File: src/rtl/shift_seq_pkg.sv
// Shared defaults and FSM state encoding for shift_sequencer, its shift stage and the bench.
package shift_seq_pkg;
    localparam int DEF_WIDTH = 16;
    localparam int DEF_SHW   = 4;

    typedef enum logic [1:0] {
        ST_IDLE  = 2'd0,
        ST_SHIFT = 2'd1,
        ST_DONE  = 2'd2
    } state_e;

    function automatic int level_bits(input int shw);
        return (shw > 1) ? $clog2(shw) : 1;
    endfunction
endpackage

File: src/rtl/shift_stage.sv
// One reusable log-shifter row: shifts right by 2^lvl_i, filling vacated top bits with fill_i.
module shift_stage #(
    parameter int WIDTH = 16,
    parameter int SHW   = 4,
    parameter int LW    = 2
) (
    input  logic [WIDTH-1:0] data_i,
    input  logic [LW-1:0]    lvl_i,
    input  logic             en_i,
    input  logic             fill_i,
    output logic [WIDTH-1:0] data_o
);
    logic [SHW-1:0] step;

    // Widening to 2*WIDTH with the fill pattern above keeps vacated bits correct for any level.
    always_comb begin
        step   = SHW'(1) << lvl_i;
        data_o = en_i ? WIDTH'({{WIDTH{fill_i}}, data_i} >> step) : data_i;
    end
endmodule

File: src/rtl/shift_sequencer.sv
// Multi-cycle right shifter reusing one log-shift stage per cycle.
// Optional macro SHIFT_SKIP_EN: skip levels whose shift-amount bit is zero.
module shift_sequencer
    import shift_seq_pkg::*;
#(
    parameter int WIDTH = DEF_WIDTH,
    parameter int SHW   = DEF_SHW
) (
    input  logic             clk,
    input  logic             rst_n,
    input  logic             in_valid,
    output logic             in_ready,
    input  logic [WIDTH-1:0] in_data,
    input  logic [SHW-1:0]   in_sh,
    input  logic             in_arith,
    output logic             out_valid,
    input  logic             out_ready,
    output logic [WIDTH-1:0] out_data,
    output logic             busy
);
    localparam int LW = level_bits(SHW);

    state_e           state_q, state_d;
    logic [WIDTH-1:0] data_q, data_d;
    logic [WIDTH-1:0] res_q, res_d;
    logic [SHW-1:0]   amt_q, amt_d;
    logic [LW-1:0]    lvl_q, lvl_d;
    logic             fill_q, fill_d;
    logic [WIDTH-1:0] stageOut;

    shift_stage #(
        .WIDTH (WIDTH),
        .SHW   (SHW),
        .LW    (LW)
    ) u_stage (
        .data_i (data_q),
        .lvl_i  (lvl_q),
        .en_i   (amt_q[lvl_q]),
        .fill_i (fill_q),
        .data_o (stageOut)
    );

`ifdef SHIFT_SKIP_EN
    logic [SHW-1:0] scanVec;
    logic           scanHit;
    logic [LW-1:0]  scanLvl;

    // Priority-select the highest set amount bit: from in_sh at accept, below the current level otherwise.
    always_comb begin
        scanVec = '0;
        if (state_q == ST_IDLE) begin
            scanVec = in_sh;
        end else begin
            for (int i = 0; i < SHW; i++) begin
                scanVec[i] = amt_q[i] && (i < int'(lvl_q));
            end
        end
        scanHit = 1'b0;
        scanLvl = '0;
        for (int i = 0; i < SHW; i++) begin
            if (scanVec[i]) begin
                scanHit = 1'b1;
                scanLvl = LW'(i);
            end
        end
    end
`endif

    always_comb begin
        state_d = state_q;
        data_d  = data_q;
        res_d   = res_q;
        amt_d   = amt_q;
        lvl_d   = lvl_q;
        fill_d  = fill_q;
        case (state_q)
            ST_IDLE: begin
                if (in_valid) begin
                    data_d = in_data;
                    amt_d  = in_sh;
                    fill_d = in_arith & in_data[WIDTH-1];
`ifdef SHIFT_SKIP_EN
                    if (scanHit) begin
                        lvl_d   = scanLvl;
                        state_d = ST_SHIFT;
                    end else begin
                        res_d   = in_data;
                        state_d = ST_DONE;
                    end
`else
                    lvl_d   = LW'(SHW - 1);
                    state_d = ST_SHIFT;
`endif
                end
            end
            ST_SHIFT: begin
                data_d = stageOut;
`ifdef SHIFT_SKIP_EN
                if (scanHit) begin
                    lvl_d = scanLvl;
                end else begin
                    res_d   = stageOut;
                    state_d = ST_DONE;
                end
`else
                if (lvl_q == '0) begin
                    res_d   = stageOut;
                    state_d = ST_DONE;
                end else begin
                    lvl_d = lvl_q - 1'b1;
                end
`endif
            end
            ST_DONE: begin
                if (out_ready) begin
                    state_d = ST_IDLE;
                end
            end
            default: state_d = ST_IDLE;
        endcase
    end

    always_ff @(posedge clk or negedge rst_n) begin
        if (!rst_n) begin
            state_q <= ST_IDLE;
            data_q  <= '0;
            res_q   <= '0;
            amt_q   <= '0;
            lvl_q   <= '0;
            fill_q  <= 1'b0;
        end else begin
            state_q <= state_d;
            data_q  <= data_d;
            res_q   <= res_d;
            amt_q   <= amt_d;
            lvl_q   <= lvl_d;
            fill_q  <= fill_d;
        end
    end

    // The result register is separate from the working data so out_data keeps the last result.
    assign in_ready  = (state_q == ST_IDLE);
    assign out_valid = (state_q == ST_DONE);
    assign busy      = (state_q != ST_IDLE);
    assign out_data  = res_q;
endmodule
File: config.mk
export PLATFORM = sky130hd
export DESIGN_NAME = shift_sequencer
export DESIGN_NICKNAME = d
export VERILOG_FILES = /design/src/rtl/shift_seq_pkg.sv /design/src/rtl/shift_stage.sv /design/src/rtl/shift_sequencer.sv
export SDC_FILE = /design/constraint.sdc
export NUM_CORES = 1
export LEC_CHECK = 0
export BUFFER_PORTS_ARGS = -buffer_cell sky130_fd_sc_hd__buf_2
export CAP_MARGIN = 20
export CELL_PAD_IN_SITES_DETAIL_PLACEMENT = 0
export CELL_PAD_IN_SITES_GLOBAL_PLACEMENT = 2
export CORE_MARGIN = 8
export CORE_UTILIZATION = 30
export CTS_CLUSTER_SIZE = 16
export DETAILED_ROUTE_END_ITERATION = 12
export GPL_ROUTABILITY_DRIVEN = 0
export PLACE_DENSITY = 0.75
export SLEW_MARGIN = 20
export SYNTH_ARGS = -nofsm -noshare
export SYNTH_HDL_FRONTEND = slang
export SYNTH_SLANG_ARGS = --single-unit
File: constraint.sdc
create_clock -name clk -period 3.9 [get_ports clk]
set_clock_uncertainty 0.2 [all_clocks]
set_input_delay 0.78 -clock clk [delete_from_list [all_inputs] [get_ports clk]]
set_output_delay 0.78 -clock clk [all_outputs]
set_load 0.005 [all_outputs]
# == After elaboration in Yosys (flattened, before gate mapping) ==
# Index checks and enable logic that the tools add are counted.
# totals
regBits,41
latchBits,0
mem_bits_rw,0
rom_bits,0
out_inout_bits,19
memories,0
# op_classes
addsub,1
mul,0
div_mod_pow,0
n_lt_le_gt_ge,1
eq_ne,6
shift,2
mux,12
bitwise_logic,1
n_reduce_logical,9
# op_table
operator,count
$mux 16,2
$pmux 16 s2,1
$shr 32x4->16,1
$mux 2,5
$ne 2x2->1 const B,3
$pmux 2 s3,1
$reduce_and 2->1,3
$reduce_and 3->1,2
$logic_not 2->1,2
$pmux 2 s2,1
$reduce_bool 2->1,2
$shl 1x2->4 const A,1
$lt 2x3->1 const B,1
$bmux 1 s2,1
$eq 2x1->1 const B,1
$eq 2x2->1 const B,1
$ne 2x1->1 const B,1
$sub 2x1->2 const B,1
$and 1x1->1,1
$mux 1,1

# == Depth between registers and ports, before layout ==
# Gate-level depths: netlist of run 1.
# depth
word_depth,4
depth_mapped,10

# == Hierarchy ==
# Synthesis of run 1 repeated with hierarchy kept, for this count alone.
# unflattened
hier_cells,214
hier_area_um2,2439.8
# by_module_without_submodules
mod,instances,cells_per_inst,area_each_um2
shift_sequencer,1,130,1894.3
shift_stage,1,84,545.5

# == Worst setup path after synthesis of run 1 ==
# OpenSTA, ideal clock, no wires.
# synth_path
path_kind,register -> register
startpoint,register lvl_q[1]
endpoint,register data_q[0]
setup_time_ns,0.126
arrival_ns,2.243
t_required_ns,3.574
slack_ns,1.331
stages_incl_launch_ff,8
path_buffers,1
synth_period_minus_slack_ns,2.569
cell_sequence,dfrtp_1 > buf_2 > inv_1 > ha_1 > mux4_2 > a222oi_1 > mux2i_1 > a221o_1
# synth_via
elab_chain_cells,4
# synth_rtl
element,line_no,rtl
from (decl),shift_sequencer.sv:27,"logic [LW-1:0] lvl_q, lvl_d;"
from (signal assigned),shift_sequencer.sv:136,lvl_q <= lvl_d;
$shl 1x2->4 / $bmux 1 s2 (equally long branches),"shift_stage.sv:17, shift_sequencer.sv:38",
$shr 32x4->16 / $mux 1 (equally long branches),"shift_stage.sv:18, shift_sequencer.sv:38",
$mux 16 *,shift_stage.sv:18,"data_o = en_i ? WIDTH'({{WIDTH{fill_i}}, data_i} >> step) : data_i;"
$pmux 16 s2 *,shift_sequencer.sv:76,case (state_q)
to (signal assigned),shift_sequencer.sv:133,data_q <= data_d;
to (decl),shift_sequencer.sv:24,"logic [WIDTH-1:0] data_q, data_d;"
# Every way passes the cells marked *; elsewhere a longest branch is shown, timed or not. The select of a mux whose other input is x is not followed.
# A chain may end at the register's enable or synchronous reset.

# == Final worst setup path of run 1 ==
# Same ends and word-level chain as after synthesis.

==> results of run 1 <==
-- cells in the mapped netlist, types with 4 or more instances --
cell and number:
a22oi_1 10, mux2_2 7, a21oi_1 9, clkbuf_1 9
inv_1 8, a2bb2oi_1 8, and2_1 5, dfrtp_1 41
nand2b_1 4, buf_2 6, o21ai_0 21, and3_1 4
nand2_1 40, mux4_2 11, nor3_1 5, nor2_1 16
mux2i_1 23, ha_1 5
-- how the worst max path moves through the flow --
| stage | slack, ps | to | depth (start not counted) |
|---|---|---|---|
| 3_3_place_gp | 830 | data_q[0]$_DFFE_PN0P_ | 6 |
| 4_1_cts | 710 | data_q[0]$_DFFE_PN0P_ | 6 |
| 2_1_floorplan | 1330 | data_q[0]$_DFFE_PN0P_ | 7 |
| 6_report | 1030 | data_q[0]$_DFFE_PN0P_ | 6 |
| 5_1_grt | 890 | data_q[0]$_DFFE_PN0P_ | 6 |
| 3_5_place_dp | 720 | data_q[0]$_DFFE_PN0P_ | 6 |
-- registers in the layout (all words and copies together), names as in the netlist --
name	flops
data_q	16
lvl_q	2
state_q	2
amt_q	4
out_data	16
fill_q	1
-- cells in the final DEF (no fill, tap or decap), types with 3 or more instances in the layout --
cell type / instances
buf_2: 42
dfrtp_1: 41
nand2_1: 40
mux2i_1: 23
o21ai_0: 21
nor2_1: 16
mux4_2: 11
a22oi_1: 10
a21oi_1: 9
inv_1: 8
a2bb2oi_1: 8
mux2_2: 7
clkbuf_8: 7
buf_4: 7
nor3_1: 5
and2_1: 5
nand2b_1: 4
and3_1: 4
ha_1: 4
o221ai_1: 3
o211ai_1: 3
o31ai_1: 3
nand3_1: 3
a31oi_1: 3
a221o_1: 3
-- power by group --
part / leakage (nW) / internal, mW / switching, mW
registers: 0.499 / 0.629 / 0.214
logic: 0.824 / 0.860 / 1.08
clock network: 0.0542 / 0.160 / 0.154
-- cells by family (layout without fill, tap and decap cells) --
kind of cell	after synthesis	count (layout)	synth area share (%)
flip-flops	41	41	37.6
multiplexers	41	41	20.4
AO/OA/AOI/OAI	76	76	19.1
AND/OR/NAND/NOR	91	91	15.9
adder cells (fa/ha/maj)	5	5	2.29
buffers and inverters	29	66	4.72
-- per-layer routing --
layer / vias up / GRT usage (%) / part of all wire [%]
met5: - / 0 / 0
met3: 12 / 2.90 / 5.5
met2: 71 / 23.0 / 48
met1: 1181 / 17.8 / 45
li1: 1129 / - / -
met4: 0 / 3.64 / 1.7
-- stage by stage --
stage | util [%] | worst slack, ps | hold WS, ps | power, mW | cells
2_1_floorplan | - | 1330 | 262 | 2.22 | 283
4_1_cts | 34.8 | 715 | 296 | 3.11 | 431
3_5_place_dp | 33.7 | 722 | 276 | 2.78 | 423
3_3_place_gp | 33.7 | 825 | 266 | 2.77 | 423
6_report | 34.9 | 1030 | 267 | 3.09 | 431
5_1_grt | 34.9 | 888 | 317 | 3.35 | 431
-- final cells by class --
class	instances	area (sq um)	share of cell area, %
timing repair buffer	49	263	8.35
clock inverter	1	5.00	0.159
clock buffer	7	96.3	3.06
inverter	9	33.8	1.07
sequential	41	1030	32.6
multi-input combinational	213	1580	50.3
tap	111	139	4.42
-- critical path: cells and delay by family (launching register included) --
family          cells  cell delay (ps)
fa+ha+maj           1              330
compound gates      2              810
flops               1              480
mux                 2              790
buf+inv             1              140
==> reports/qor.csv, run 1 <==
metric,value,unit
ios,44,
hold_class,in -> async,
place_area,3040,sq um
ctsHoldBuffers,0,
cts_tree,yes,
rows,35,
routed_wl,8.45,mm
area_growth,15.2,%
slew_violations,0,
die-area,12400,sq um
crit_path_start_kind,register,
cts_resized,0,
worstMarginPinSlew,861,ps
grt_max_degree,42,
hpwl,6.14,mm
synth_top_cell_area_share,37.6,%
synthTopCellsByArea,"dfrtp_1 (38%), mux4_2 (9.1%), mux2i_1 (8.4%)",
hold_viol,0,
rrSetupSlack,1030,ps
syn_nets,313,
clk_pin_slew,80,ps
core-area,9020,sq um
die_w,111,um
r2r-end,data_q[0]$_DFFE_PN0P_,
drt_iter0_drc,188,
fin_area,3150,sq um
drc,0,
p_leak,1.38,nW
grt.overflow.total,0,
cp_slowest_cell,mux4_2,
r2r-start,lvl_q[1]$_DFFE_PN0P_,
grt_pass1_vias,2566,
antenna_found_initial,0,
port_buffers,43,
syn_inst,283,
required,3880,ps
worstSetupPathType,reg -> reg,
cp-end-kind,register,
setup_tns,0,ps
num_antenna_cells,0,
path_max_fanout,7,
postCtsSetupBuffers,0,
async_reset_ff_share,100,%
yosys.cell_types.count,48,
seq_area_frac_synth,37.6,%
fp.dieH,111,um
ir_worst_vdd,0.417,mV
start_util,30.3,%
finalSetupViolations,0,
synth_top_area_cell,dfrtp_1,
slew_headroom,42.6,%
ys_warn_count,0,
ys_ff_latch,41,
drv_cap,0,
fin_nets,349,
vias_per_cell,5.55,
synth_edf_count,0,
fmax,0.348,GHz
cts_made_buffers,5,
avgSynthCellArea,9.65,sq um
rsz0062_at_grt,no,
synthFlopType,dfrtp_1,
syn_area,2730,sq um
fin_crit_sh,73.7,%
powerDensity,984,nW/um^2
dr.pass1.iters,4,
r2r_cells,6,
cts.sinks,41,
drive_above_1_share,25.6,%
htreeDepth,2,
status,completed,
grtUsageTotal,13.9,%
root_buffer,clkbuf_8,
antenna_left,0,
clock_latency,300,ps
slowest_delay,600,ps
vias,2393,
grt_pass1_wl,14.1,mm
post_drt_wl_per_cell,19.6,um
fill_cells,943,
arrival,2860,ps
cp-startpoint,lvl_q[1]$_DFFE_PN0P_,
cts.path.max_buffers,2,
min_period,2870,ps
cp_cell_sequence,inv_1 > ha_1 > mux4_2 > a222oi_1 > mux2i_1 > a221o_1,
Power figures use the tool's default switching activity.
==> run 2: changes to the inputs <==
ABC_AREA = 1   (was not set)
CORE_UTILIZATION = 28   (was 30)
PLACE_DENSITY = 0.82   (was 0.75)
clock period = 2.3 ns   (was 3.9 ns; I/O delays follow)
==> reports/qor.csv, run 2 <==
metric,value,unit
cp_slowest_cell,dfrtp_1,
synthSimpleGateAreaFrac,44.3,%
hold_viol,0,
synthXorXnorAreaFrac,0,%
start_util,28.9,%
crit_family,simple AND/OR/NAND/NOR gates,
arrival,2050,ps
placed_cells,563,
syn_inst,395,
antenna_left,0,
final_common_cell,nand2_1,
synth_top_family_by_area,simple AND/OR/NAND/NOR gates,
fin_nets,471,
cts_made_buffers,5,
post_drt_wl_per_cell,14.7,um
drv_cap,0,
hpwl,6.43,mm
crit_path_start_kind,register,
synth-compound-area-share,7.22,%
rsz0062_at_grt,no,
die-area,13000,sq um
r2r-end,out_data[1]$_DFFE_PN0P_,
yosys.cell_types.count,29,
ios,44,
switching_share,52.9,%
postCtsSetupBuffers,0,
finalSetupViolations,0,
htreeDepth,2,
slew_violations,0,
area_growth,17.6,%
drt_iter0_drc,161,
p_leak,1.67,nW
ys_warn_count,0,
netlist_top_cells_count,"nand2_1 (159), nand3_1 (91), dfrtp_1 (41)",
switching_power,2.90,mW
synthMuxAreaShare,0,%
required,2290,ps
grt_max_degree,42,
drive_above_1_share,18.8,%
port_buffers,43,
layout_common_cells,"nand2_1 (159), nand3_1 (91), buf_2 (43), dfrtp_1 (40), inv_1 (19)",
finalPower,5.47,mW
grt_pass1_vias,2670,
cp_num_buf_inv,2,
powerDensity,1730,nW/um^2
clk_pin_slew,80,ps
hold_class,in -> async,
p_int,2.57,mW
synth_edf_count,0,
synthFlopType,dfrtp_1,
place_area,3060,sq um
cp-end-kind,register,
antenna_found_initial,0,
num_antenna_cells,0,
seqPwrFrac,25.8,%
cp_cell_sequence,inv_2 > ha_1 > buf_4 > nand3_1 > nand3_1 > nand2_1 > o21ai_1 > nand2_1 > nand3_1 > nand2_1,
clock_latency,290,ps
grt.overflow.total,0,
async_reset_ff_share,100,%
vias_per_cell,4.75,
setup_tns,0,ps
fmax,0.487,GHz
routed_wl,8.38,mm
yosys.area_share.adder,2.33,%
grt_pass1_wl,14.2,mm
fp.dieH,114,um
combPwrFrac,65.2,%
r2r_cells,10,
root_buffer,clkbuf_8,
path_max_fanout,8,
multi_input_area,1450,sq um
cts.path.max_buffers,2,
synth_most_common_cell,nand2_1,
fin_cells,570,
ys_ff_latch,41,
hold_ws,24.8,ps
status,completed,
cts_tree,yes,
seq_area_frac_synth,38.2,%
rrSetupSlack,250,ps
ir_worst_vdd,0.532,mV
cts.sinks,41,
worstMarginPinSlew,533,ps
clkPwrFrac,9.0,%
slowest_delay,440,ps
fin_crit_sh,89.3,%
core-area,9280,sq um
slew_headroom,64.5,%
r2r-start,lvl_q[1]$_DFFE_PN0P_,
avgSynthCellArea,6.80,sq um
rows,35,
syn_area,2690,sq um
syn_nets,425,
synth_top_cell_area_share,38.2,%
fin_area,3160,sq um
min_period,2050,ps
die_w,114,um
drc,0,
worstSetupPathType,reg -> reg,
synth_top_area_cell,dfrtp_1,
dr.pass1.iters,4,
fill_cells,1074,
vias,2708,
seq_area,1030,sq um
grtUsageTotal,13.5,%
synthTopCellsByArea,"dfrtp_1 (38%), nand2_1 (22%), nand3_1 (17%)",
run 2: cell type report:
cell class	count	area share, %
multi-input combinational	308	46.0
sequential	41	32.5
timing repair buffer	56	9.90
tap	129	5.11
inverter	29	3.61
clock buffer	6	2.61
clock inverter	1	0.238
run 2: what timing repair did:
item	4_1_cts	5_1_grt
setup endpoints to repair	0	4
resized for setup	0	5
hold buffers	0	0
run 2: cell families (layout without fill, tap and decap cells):
logic type	count (synthesis)	after routing
adders and majority gates	5	5
DFF	41	41
and+or+nand+nor	272	272
AOI/OAI and AO/OA	31	31
buffers and inverters	46	92
run 2: worst max-delay path by stage:
stage,start,to,slack [ps],cells past startpoint
after floorplan,lvl_q[1]$_DFFE_PN0P_,data_q[1]$_DFFE_PN0P_,430,12
after global placement,lvl_q[0]$_DFFE_PN0P_,out_data[1]$_DFFE_PN0P_,220,11
after detailed placement,lvl_q[0]$_DFFE_PN0P_,out_data[1]$_DFFE_PN0P_,180,11
after CTS,lvl_q[0]$_DFFE_PN0P_,out_data[1]$_DFFE_PN0P_,180,11
after global routing,lvl_q[0]$_DFFE_PN0P_,out_data[1]$_DFFE_PN0P_,40,11
final,lvl_q[1]$_DFFE_PN0P_,out_data[1]$_DFFE_PN0P_,250,10
run 2: metal layers:
layer,track usage [%],up-vias,wire length (um)
met5,0,-,0
met4,4.26,0,106
met3,1.80,7,356
met2,20.9,56,3730
met1,19.0,1272,4180
li1,-,1373,-
run 2: power groups by stage:
stage / logic [mW] / registers [mW] / clock network [mW]
3_5_place_dp: 3.55 / 1.42 / 0
2_1_floorplan: 2.58 / 1.32 / 0
3_3_place_gp: 3.55 / 1.42 / 0
5_1_grt: 4.11 / 1.46 / 0.532
4_1_cts: 3.57 / 1.41 / 0.510
6_report: 3.56 / 1.41 / 0.493
run 2: per-stage QoR:
step	setup WS, ps	utilization [%]
6_report	246	34.0
5_1_grt	44.3	34.0
4_1_cts	177	33.9
3_5_place_dp	177	33.0
3_3_place_gp	223	33.0
2_1_floorplan	435	-
